==> config.mk <==
export PLATFORM = sky130hd
export DESIGN_NAME = spi_master_flat
export DESIGN_NICKNAME = d
export VERILOG_FILES = /design/src/rtl/spi_pkg.sv /design/src/rtl/spi_master_if.sv /design/src/rtl/spi_clkgen.sv /design/src/rtl/spi_master.sv /design/src/flat_wrapper.sv
export SDC_FILE = /design/constraint.sdc
export NUM_CORES = 1
export LEC_CHECK = 0
export BUFFER_PORTS_ARGS = -buffer_cell sky130_fd_sc_hd__buf_2
export CORE_ASPECT_RATIO = 1.1
export CORE_MARGIN = 1.5
export CORE_UTILIZATION = 35
export CTS_CLUSTER_DIAMETER = 100
export CTS_CLUSTER_SIZE = 10
export DETAILED_ROUTE_END_ITERATION = 6
export SLEW_MARGIN = 20
export SYNTH_ARGS = -nofsm -noshare
export SYNTH_HDL_FRONTEND = slang
export SYNTH_HIERARCHICAL = 1
export SYNTH_SLANG_ARGS = --single-unit
==> constraint.sdc <==
create_clock -name clk -period 5.71 [get_ports clk]
set_clock_uncertainty 0.1 [all_clocks]
set_input_delay 1.4275 -clock clk [delete_from_list [all_inputs] [get_ports clk]]
set_output_delay 1.4275 -clock clk [all_outputs]
set_load 0.03 [all_outputs]
==> src/rtl/spi_pkg.sv <==
// Shared definitions for the SPI master peripheral: register map, bit
// positions inside CTRL/STATUS, and the transfer FSM encoding.
package spi_pkg;

  localparam logic [3:0] ADDR_CTRL   = 4'h0;
  localparam logic [3:0] ADDR_TXDATA = 4'h4;
  localparam logic [3:0] ADDR_RXDATA = 4'h8;
  localparam logic [3:0] ADDR_STATUS = 4'hC;

  localparam int CTRL_CS_BIT   = 0;
  localparam int CTRL_IRQ_BIT  = 1;
  localparam int STAT_BUSY_BIT = 0;
  localparam int STAT_DONE_BIT = 1;

  localparam logic [2:0] LAST_BIT = 3'd7;

  typedef enum logic [1:0] {
    ST_IDLE     = 2'd0,
    ST_SHIFT_LO = 2'd1,
    ST_SHIFT_HI = 2'd2,
    ST_DONE     = 2'd3
  } state_t;

endpackage

==> src/rtl/spi_master_if.sv <==
// CPU register-bus connection for the SPI master: one request cycle,
// response (ready + read data) exactly one cycle later.
interface spi_master_if;
    logic        valid;
    logic        we;
    logic [3:0]  addr;
    logic [31:0] wdata;
    logic [31:0] rdata;
    logic        ready;

    modport master (output valid, we, addr, wdata, input rdata, ready);
    modport slave  (input valid, we, addr, wdata, output rdata, ready);
endinterface

==> src/rtl/spi_clkgen.sv <==
// SCLK half-period timer: while enabled, pulses tick once every CLK_DIV clk
// cycles; the count restarts from zero whenever it is disabled.
module spi_clkgen #(
    parameter int CLK_DIV = 4
) (
    input  logic clk,
    input  logic resetn,
    input  logic en,
    output logic tick
);

    logic [7:0] cnt;

    assign tick = en && (cnt == 8'(CLK_DIV - 1));

    always_ff @(posedge clk) begin
        if (!resetn || !en) begin
            cnt <= '0;
        end else if (tick) begin
            cnt <= '0;
        end else begin
            cnt <= cnt + 8'd1;
        end
    end

endmodule

==> src/rtl/spi_master.sv <==
// Register-mapped SPI mode-0 master for the accelerometer link: one byte per
// TXDATA write, MSB first, with CS under direct software control.
module spi_master
    import spi_pkg::*;
#(
    parameter int CLK_DIV = 4
) (
    input  logic         clk,
    input  logic         resetn,
    spi_master_if.slave  bus,
    output logic         SCLK,
    output logic         MOSI,
    input  logic         MISO,
    output logic         CS,
    output logic         irq
);

    state_t      state, state_nxt;
    logic [1:0]  ctrl;
    logic [7:0]  tx_shift;
    logic [7:0]  rx_shift;
    logic [7:0]  rxdata;
    logic [2:0]  bit_cnt;
    logic        busy;
    logic        done;
    logic        clk_en;
    logic        tick;
    logic [31:0] rd_word;
    logic [23:0] unused_wdata;

    logic wr, rd, tx_wr, rx_rd;
    assign wr    = bus.valid && bus.we;
    assign rd    = bus.valid && !bus.we;
    assign tx_wr = wr && (bus.addr == ADDR_TXDATA) && !busy;
    assign rx_rd = rd && (bus.addr == ADDR_RXDATA);

    assign unused_wdata = bus.wdata[31:8];

    assign CS  = ~ctrl[CTRL_CS_BIT];
    assign irq = done && ctrl[CTRL_IRQ_BIT];

    spi_clkgen #(.CLK_DIV(CLK_DIV)) u_clkgen (
        .clk    (clk),
        .resetn (resetn),
        .en     (clk_en),
        .tick   (tick)
    );

    // NOTE: clocked state uses <= so every register samples pre-edge values.
    always_ff @(posedge clk) begin
        if (!resetn) state <= ST_IDLE;
        else         state <= state_nxt;
    end

    // BUSY set while IDLE is the pending-start marker for the next cycle.
    always_comb begin
        // NOTE: default first so no path leaves state_nxt unassigned (no latch).
        state_nxt = state;
        unique case (state)
            ST_IDLE:     if (busy) state_nxt = ST_SHIFT_LO;
            ST_SHIFT_LO: if (tick) state_nxt = ST_SHIFT_HI;
            ST_SHIFT_HI: if (tick) state_nxt = (bit_cnt == LAST_BIT) ? ST_DONE : ST_SHIFT_LO;
            ST_DONE:     state_nxt = ST_IDLE;
            default:     state_nxt = ST_IDLE;
        endcase
    end

    always_comb begin
        clk_en = (state == ST_SHIFT_LO) || (state == ST_SHIFT_HI);
        SCLK   = (state == ST_SHIFT_HI);
        MOSI   = clk_en ? tx_shift[7] : 1'b0;
    end

    always_ff @(posedge clk) begin
        if (!resetn) begin
            ctrl     <= '0;
            tx_shift <= '0;
            rx_shift <= '0;
            rxdata   <= '0;
            bit_cnt  <= '0;
            busy     <= 1'b0;
            done     <= 1'b0;
        end else begin
            if (wr && (bus.addr == ADDR_CTRL)) ctrl <= bus.wdata[1:0];

            if (tx_wr) begin
                tx_shift <= bus.wdata[7:0];
                busy     <= 1'b1;
            end

            if (state == ST_IDLE) bit_cnt <= '0;

            // MISO is captured on the edge where SCLK goes high.
            if (state == ST_SHIFT_LO && tick) rx_shift <= {rx_shift[6:0], MISO};

            if (state == ST_SHIFT_HI && tick) begin
                tx_shift <= {tx_shift[6:0], 1'b0};
                if (bit_cnt != LAST_BIT) bit_cnt <= bit_cnt + 3'd1;
            end

            if (state == ST_DONE) begin
                rxdata <= rx_shift;
                busy   <= 1'b0;
            end

            // Completion has priority over a same-cycle RXDATA read.
            if (state == ST_DONE)    done <= 1'b1;
            else if (tx_wr || rx_rd) done <= 1'b0;
        end
    end

    // TXDATA is write-only and reads back as zero.
    always_comb begin
        rd_word = '0;
        unique case (bus.addr)
            ADDR_CTRL:   rd_word[1:0] = ctrl;
            ADDR_RXDATA: rd_word[7:0] = rxdata;
            ADDR_STATUS: begin
                rd_word[STAT_BUSY_BIT] = busy;
                rd_word[STAT_DONE_BIT] = done;
            end
            default:     rd_word = '0;
        endcase
    end

    always_ff @(posedge clk) begin
        if (!resetn) begin
            bus.ready <= 1'b0;
            bus.rdata <= '0;
        end else begin
            bus.ready <= bus.valid;
            bus.rdata <= rd ? rd_word : '0;
        end
    end

endmodule

==> src/flat_wrapper.sv <==
// flat-port wrapper written by rule: the top's interface ports become plain ports
module spi_master_flat import spi_pkg::*;
#(
    parameter int CLK_DIV = 4
)
  (clk, resetn, SCLK, MOSI, MISO, CS, irq, bus_valid, bus_we, bus_addr, bus_wdata, bus_rdata, bus_ready);
  spi_master_if bus_i ();
  input  logic clk;
  input  logic resetn;
  output logic SCLK;
  output logic MOSI;
  input  logic MISO;
  output logic CS;
  output logic irq;
  input wire logic [$bits(bus_i.valid)-1:0] bus_valid;
  input wire logic [$bits(bus_i.we)-1:0] bus_we;
  input wire logic [$bits(bus_i.addr)-1:0] bus_addr;
  input wire logic [$bits(bus_i.wdata)-1:0] bus_wdata;
  output wire logic [$bits(bus_i.rdata)-1:0] bus_rdata;
  output wire logic [$bits(bus_i.ready)-1:0] bus_ready;
  assign bus_i.valid = bus_valid;
  assign bus_i.we = bus_we;
  assign bus_i.addr = bus_addr;
  assign bus_i.wdata = bus_wdata;
  assign bus_rdata = bus_i.rdata;
  assign bus_ready = bus_i.ready;
  spi_master #(.CLK_DIV(CLK_DIV)) u_core (.clk(clk), .resetn(resetn), .bus(bus_i), .SCLK(SCLK), .MOSI(MOSI), .MISO(MISO), .CS(CS), .irq(irq));
endmodule
# After elaboration in Yosys (flattened, before gate mapping)
# Cells that the tools add are included.
# W data, S select, Z words.
# word_totals
reg_bits	74
output_inout_bits	37
word_cells	71
inputBits	41
# op_classes
eq_ne	12
add_sub_neg	2
n_reduce_logical	27
mux	14
bitwise	2
# ops
op	count
$mux W8	2
$logic_and A1 B1 Y1	10
$mux W3	3
$add A8 B1 Y8 const B	1
$eq A4 B4 Y1 const B	2
$eq A8 B2 Y1 const B	1
$mux W2	4
$pmux W2 S4	1
$ne A2 B1 Y1 const B	3
$pmux W2 S3	1
$reduce_and A3 Y1	2
$reduce_or A2 Y1	3
$eq A2 B2 Y1 const B	2
$eq A4 B3 Y1 const B	1
$logic_not A1 Y1	4
$logic_not A4 Y1	1
$reduce_bool A2 Y1	2
$add A3 B1 Y3 const B	1
$eq A3 B3 Y1 const B	1
$logic_or A1 B1 Y1	3
$mux W1	3
$ne A3 B3 Y1 const B	1
$eq A2 B1 Y1 const B	1
$logic_not A2 Y1	1
2 further kinds	3

# Logic depth before layout (Yosys ltp)
# logic_depth
ltp_word	6
depth_mapped	8
depth_no_buf	7

# Hierarchy
# Netlist, hierarchy kept.
# modules_own_cells
mod	cells_per_inst	area_each_um2	seq_area_each_um2	instances
spi_master	217	1940.6	840.8	1
spi_clkgen	39	357.8	160.2	1

# Worst setup path before layout
# No wires, ideal clock.
# synth_timing
kind	in2reg
start	input bus_addr[1]
end	register u_core.done
setup_slack_ns	2.955
path_buffers	0
setup_ns	0.117
cell_stages	3
arrival_time_ns	2.538
required_time_ns	5.493
path_cell_list	or4b_4 or3b_1 a32o_1
# synth_between
elab_chain_cells	5
elab_cells_between_ends	7
cone_classes	2 x eq/ne; 5 x reduce/logical
# synth_lines
element	line	text
from (decl)	flat_wrapper.sv:17	input wire logic [$bits(bus_i.addr)-1:0] bus_addr;
$eq A4 B3 Y1	spi_master.sv:34	assign tx_wr = wr && (bus.addr == ADDR_TXDATA) && !busy;
$logic_and A1 B1 Y1 (2 in a row)	spi_master.sv:34	
$logic_or A1 B1 Y1 *	spi_master.sv:108	else if (tx_wr || rx_rd) done <= 1'b0;
$reduce_bool A2 Y1 (no line) *	-	
to (signal assigned)	spi_master.sv:82	done <= 1'b0;
to (signal assigned)	spi_master.sv:107	if (state == ST_DONE) done <= 1'b1;
to (signal assigned)	spi_master.sv:108	
to (decl)	spi_master.sv:25	logic done;
# Every way passes the cells marked *; elsewhere a longest branch is shown, timed or not.
# A chain may end at the register's enable or synchronous reset.

# Worst setup path after layout
# layout_timing
start	register u_core.state[0]
end	output MOSI
# layout_between
elab_chain_cells	3
elab_cells_between_ends	4
cone_classes	2 x eq/ne; 1 x mux; 1 x reduce/logical
# layout_lines
element	line	text
from (decl)	spi_master.sv:18	state_t state, state_nxt;
from (signal assigned)	spi_master.sv:52	else state <= state_nxt;
$eq A2 B1 Y1 / $eq A2 B2 Y1 (equally long branches)	spi_master.sv:69	clk_en = (state == ST_SHIFT_LO) || (state == ST_SHIFT_HI);
$logic_or A1 B1 Y1 *	spi_master.sv:69	
named net u_core.clk_en	spi_master.sv:26	logic clk_en;
$mux W1 *	spi_master.sv:71	MOSI = clk_en ? tx_shift[7] : 1'b0;
to (decl)	flat_wrapper.sv:11	output logic MOSI;
# The timed path passes the listed nets; every way through them passes the cells marked *.

==> flow_results.xml <==
<?xml version="1.0" encoding="UTF-8"?>
<metrics>
  <group name="synth">
    <metric name="yosysSeqAreaShare" unit="%">43.5</metric>
    <metric name="post_synth_num_cell_types" unit="">46</metric>
    <metric name="asyncSetResetFlopFracSynth" unit="%">0</metric>
    <metric name="synth_cells" unit="">256</metric>
    <metric name="post_synth.cell_area_avg" unit="µm²">8.98</metric>
    <metric name="yosys-top-cells-area" unit="">dfxtp_1, buf_4, nand3_1, mux2i_1, ha_1</metric>
    <metric name="simple_gate_share_of_the_synthesized_area" unit="%">21.0</metric>
    <metric name="yosysTopAreaCell" unit="">dfxtp_1</metric>
    <metric name="synth.yosys.warnings" unit="">6</metric>
    <metric name="synth-seq-cells" unit="">50</metric>
    <metric name="combinational_family_with_the_most_area_after_synthesis" unit="">simple AND/OR/NAND/NOR gates</metric>
    <metric name="synth_compound_area_share" unit="%">14.0</metric>
    <metric name="yosys.area_share.adder" unit="%">3.81</metric>
    <metric name="syn_area" unit="µm²">2300</metric>
    <metric name="synth-edff-count" unit="">0</metric>
    <metric name="ys_dominant_reg_cell" unit="">dfxtp_1</metric>
    <metric name="xor_and_xnor_area_share_after_synthesis" unit="%">1.14</metric>
    <metric name="yosys-mux-area-fraction" unit="%">5.33</metric>
    <metric name="yosysTopAreaCellShare" unit="%">43.5</metric>
  </group>
  <group name="worst_setup_path">
    <metric name="setup.worst_path.start_class" unit="">register</metric>
    <metric name="timing.critical_path.slowest_stage_cell" unit="">dfxtp_1</metric>
    <metric name="crit_required" unit="ps">4180</metric>
    <metric name="critical_path.endpoint_type" unit="">output port</metric>
    <metric name="path_class" unit="">reg2out</metric>
    <metric name="setup.reg_to_reg.worst_slack" unit="ps">3530</metric>
    <metric name="crit_arrival" unit="ps">1500</metric>
    <metric name="timing.critical_path.cells" unit="">inv_1 -&gt; ha_1 -&gt; and2_1 -&gt; buf_2</metric>
    <metric name="crit_path_max_fanout" unit="">5</metric>
    <metric name="r2r_start" unit="">u_core/state[0]</metric>
    <metric name="worstSetupStartpoint" unit="">u_core/state[0]</metric>
    <metric name="reg2reg_to" unit="">u_core/tx_shift[4]</metric>
    <metric name="max_stage_delay" unit="ps">410</metric>
    <metric name="r2r_cells" unit="">8</metric>
  </group>
  <group name="detailed_routing">
    <metric name="vias" unit="">1714</metric>
    <metric name="iter_0_drt_violations" unit="">116</metric>
    <metric name="wire_per_inst" unit="µm">11.1</metric>
    <metric name="routed_wirelength" unit="mm">4.02</metric>
    <metric name="antenna_violating_nets_post_route" unit="">0</metric>
    <metric name="post_drt_via_cell_ratio" unit="">4.75</metric>
    <metric name="post-route-drc-count" unit="">0</metric>
    <metric name="drt_pass_1_iters" unit="">4</metric>
  </group>
  <group name="floorplan">
    <metric name="chipWidth" unit="µm">80.3</metric>
    <metric name="design.core.area" unit="µm²">6270</metric>
    <metric name="chipHeight" unit="µm">88.0</metric>
    <metric name="floorplan.initialDensity" unit="%">36.7</metric>
    <metric name="std_cell_rows" unit="">30</metric>
    <metric name="top_level_ports" unit="">78</metric>
    <metric name="design.die.area" unit="µm²">7060</metric>
  </group>
  <group name="timing">
    <metric name="total_count_of_max_transition_violations_in_the_final_report" unit="">0</metric>
    <metric name="hold_slack" unit="ps">361</metric>
    <metric name="aggregate_negative_setup_slack" unit="ps">0</metric>
    <metric name="layout_worst_path_cycle_share" unit="%">53.1</metric>
    <metric name="post-route-min-period" unit="ps">3030</metric>
    <metric name="fmaxAchievable" unit="MHz">330</metric>
    <metric name="setup_repair_after_global_routing_missed_its_margin" unit="">no</metric>
    <metric name="hold_violations" unit="">0</metric>
    <metric name="timing.final.setup_violations" unit="">0</metric>
    <metric name="worstMarginPinSlew" unit="ps">664</metric>
    <metric name="worst_slew_margin_rel" unit="%">55.6</metric>
  </group>
  <group name="pwr">
    <metric name="p_comb_share" unit="%">14.4</metric>
    <metric name="power_per_cell_area" unit="nW/µm²">261</metric>
    <metric name="pwr-share-clk" unit="%">30.7</metric>
    <metric name="cell_internal_pwr" unit="mW">0.468</metric>
    <metric name="leakagePower" unit="nW">0.978</metric>
    <metric name="p_sw_share" unit="%">28.8</metric>
    <metric name="total_switching_power" unit="mW">0.189</metric>
    <metric name="ir_drop" unit="µV">139</metric>
    <metric name="share_seq_of_total_power" unit="%">54.9</metric>
  </group>
  <group name="global_routing">
    <metric name="grt_start_max_net_pins" unit="">27</metric>
    <metric name="grt_antenna_before_repair" unit="">0</metric>
    <metric name="groute.usage.overall" unit="%">12.1</metric>
    <metric name="first_global_vias" unit="">1481</metric>
    <metric name="grt_pass1_wl" unit="mm">6.67</metric>
    <metric name="grt-ovfl-total" unit="">0</metric>
  </group>
  <group name="clocking">
    <metric name="clock_sinks" unit="">50</metric>
    <metric name="clk_latency" unit="ps">300</metric>
    <metric name="tritoncts_clock_tree" unit="">done</metric>
    <metric name="clock_pin_slew_worst_setup_and_hold_paths" unit="ps">90</metric>
    <metric name="ctsHtreeMaxLevel" unit="">2</metric>
    <metric name="cts_inserted_buffers" unit="">5</metric>
    <metric name="max-clock-path-buffers" unit="">2</metric>
    <metric name="root_buffer" unit="">clkbuf_8</metric>
    <metric name="cts-resized-gates" unit="">0</metric>
    <metric name="hold_buffers" unit="">0</metric>
    <metric name="post-cts-setup-buffer-count" unit="">0</metric>
  </group>
  <group name="worst_hold_path">
    <metric name="whs_endpoint" unit="">u_core/rx_shift[7]</metric>
    <metric name="min_path_type" unit="">reg2reg</metric>
    <metric name="timing.hold.worst.start" unit="">u_core/rx_shift[7]</metric>
    <metric name="min_delay_path_depth" unit="">2</metric>
  </group>
  <group name="place">
    <metric name="dp_hpwl" unit="mm">2.79</metric>
    <metric name="placement.io_buffers" unit="">29</metric>
    <metric name="gp_congestion" unit="">0.750</metric>
  </group>
  <group name="layout">
    <metric name="most-common-layout-cells" unit="">dfxtp_1, buf_2, conb_1, nand3_1, nor2_1</metric>
    <metric name="final_net_count" unit="">328</metric>
    <metric name="area.growth.synth_to_final" unit="%">9.42</metric>
    <metric name="multi_input_area" unit="µm²">1140</metric>
    <metric name="area.sequential" unit="µm²">1000</metric>
    <metric name="insertedDiodeCount" unit="">0</metric>
    <metric name="leading_cell_type_in_the_layout_fill_and_taps_excluded" unit="">dfxtp_1</metric>
    <metric name="post_route_cells_drive_above_1_share" unit="%">16.7</metric>
    <metric name="n_fill_cell" unit="">642</metric>
  </group>
  <group name="status">
    <metric name="outcome" unit="">completed</metric>
  </group>
  <group name="flow_run">
    <metric name="maxCapViolCount" unit="">0</metric>
  </group>
</metrics>
==> cell usage after synthesis (all sizes together) (3+ instances only) <==
library cell / n
o21ai: 18
nor2: 19
a31oi: 7
and2: 11
ha: 7
a21oi: 16
buf: 26
nand3: 22
dfxtp: 50
clkbuf: 10
nand2: 15
or2: 3
or3: 3
inv: 7
mux2i: 10
==> registers in the layout, indices dropped and copies added, names as in the netlist <==
signal and count:
u_core/bus.rdata 8, u_core/rx_shift 8, u_core/rxdata 8, u_core/tx_shift 8, u_core/u_clkgen/cnt 8, u_core/bit_cnt 3, u_core/ctrl 2, u_core/state 2
u_core/bus.ready 1, u_core/busy 1, u_core/done 1
==> routing by layer <==
metal | track usage (%) | vias to the layer above | part of all wire (%)
li1 | - | 891 | -
met1 | 16.3 | 775 | 49
met2 | 18.3 | 41 | 44
met3 | 3.23 | 7 | 4.8
met4 | 5.17 | 0 | 1.6
met5 | 0 | - | 0
==> power groups by stage <==
stage	clock, mW	sequential (mW)	combinational (mW)
2_1_floorplan	0	0.369	0.0860
3_3_place_gp	0	0.369	0.0920
3_5_place_dp	0	0.369	0.0928
4_1_cts	0.213	0.361	0.0931
5_1_grt	0.227	0.363	0.104
6_report	0.202	0.361	0.0942
==> worst max path at each step <==
stage,end,slack [ps],depth (start not counted)
3_5_place_dp,u_core/done,2560,4
2_1_floorplan,u_core/done,2950,3
3_3_place_gp,u_core/done,2540,4
4_1_cts,MOSI,2660,4
5_1_grt,MOSI,2560,4
6_report,MOSI,2680,4
==> worst max-delay path, delay by kind of cell (launching register included) <==
kind / cells / cell delay [ps]
adder cells (fa/ha/maj): 1 / 350
AND/OR/NAND/NOR: 1 / 190
flip-flops: 1 / 410
buffers and inverters: 2 / 260
==> final cells by class <==
class | count | area share, %
flip-flops and latches | 50 | 39.8
clock inverters | 3 | 0.846
inverters | 7 | 1.04
well taps | 80 | 3.98
repair buffers | 30 | 6.07
clock buffers | 5 | 2.74
multi-input cells | 186 | 45.5
==> cells by family after synthesis <==
family,after synthesis
AND/OR/NAND/NOR,88
AO/OA/AOI/OAI,52
flip-flops,50
buffers and inverters,43
multiplexers,12
adder cells (fa/ha/maj),7
XOR/XNOR,3
other,1
==> per-stage QoR <==
step	setup WS [ps]	total power, mW	area, µm²	cells	util, %
after floorplan	2950	0.455	2380	279	-
after global placement	2540	0.461	2420	353	38.5
after detailed placement	2560	0.462	2420	353	38.5
after CTS	2660	0.667	2510	361	40.0
after global routing	2560	0.693	2510	361	40.1
final	2680	0.657	2510	361	40.1
Note: power is estimated with default switching activity, not from simulation.
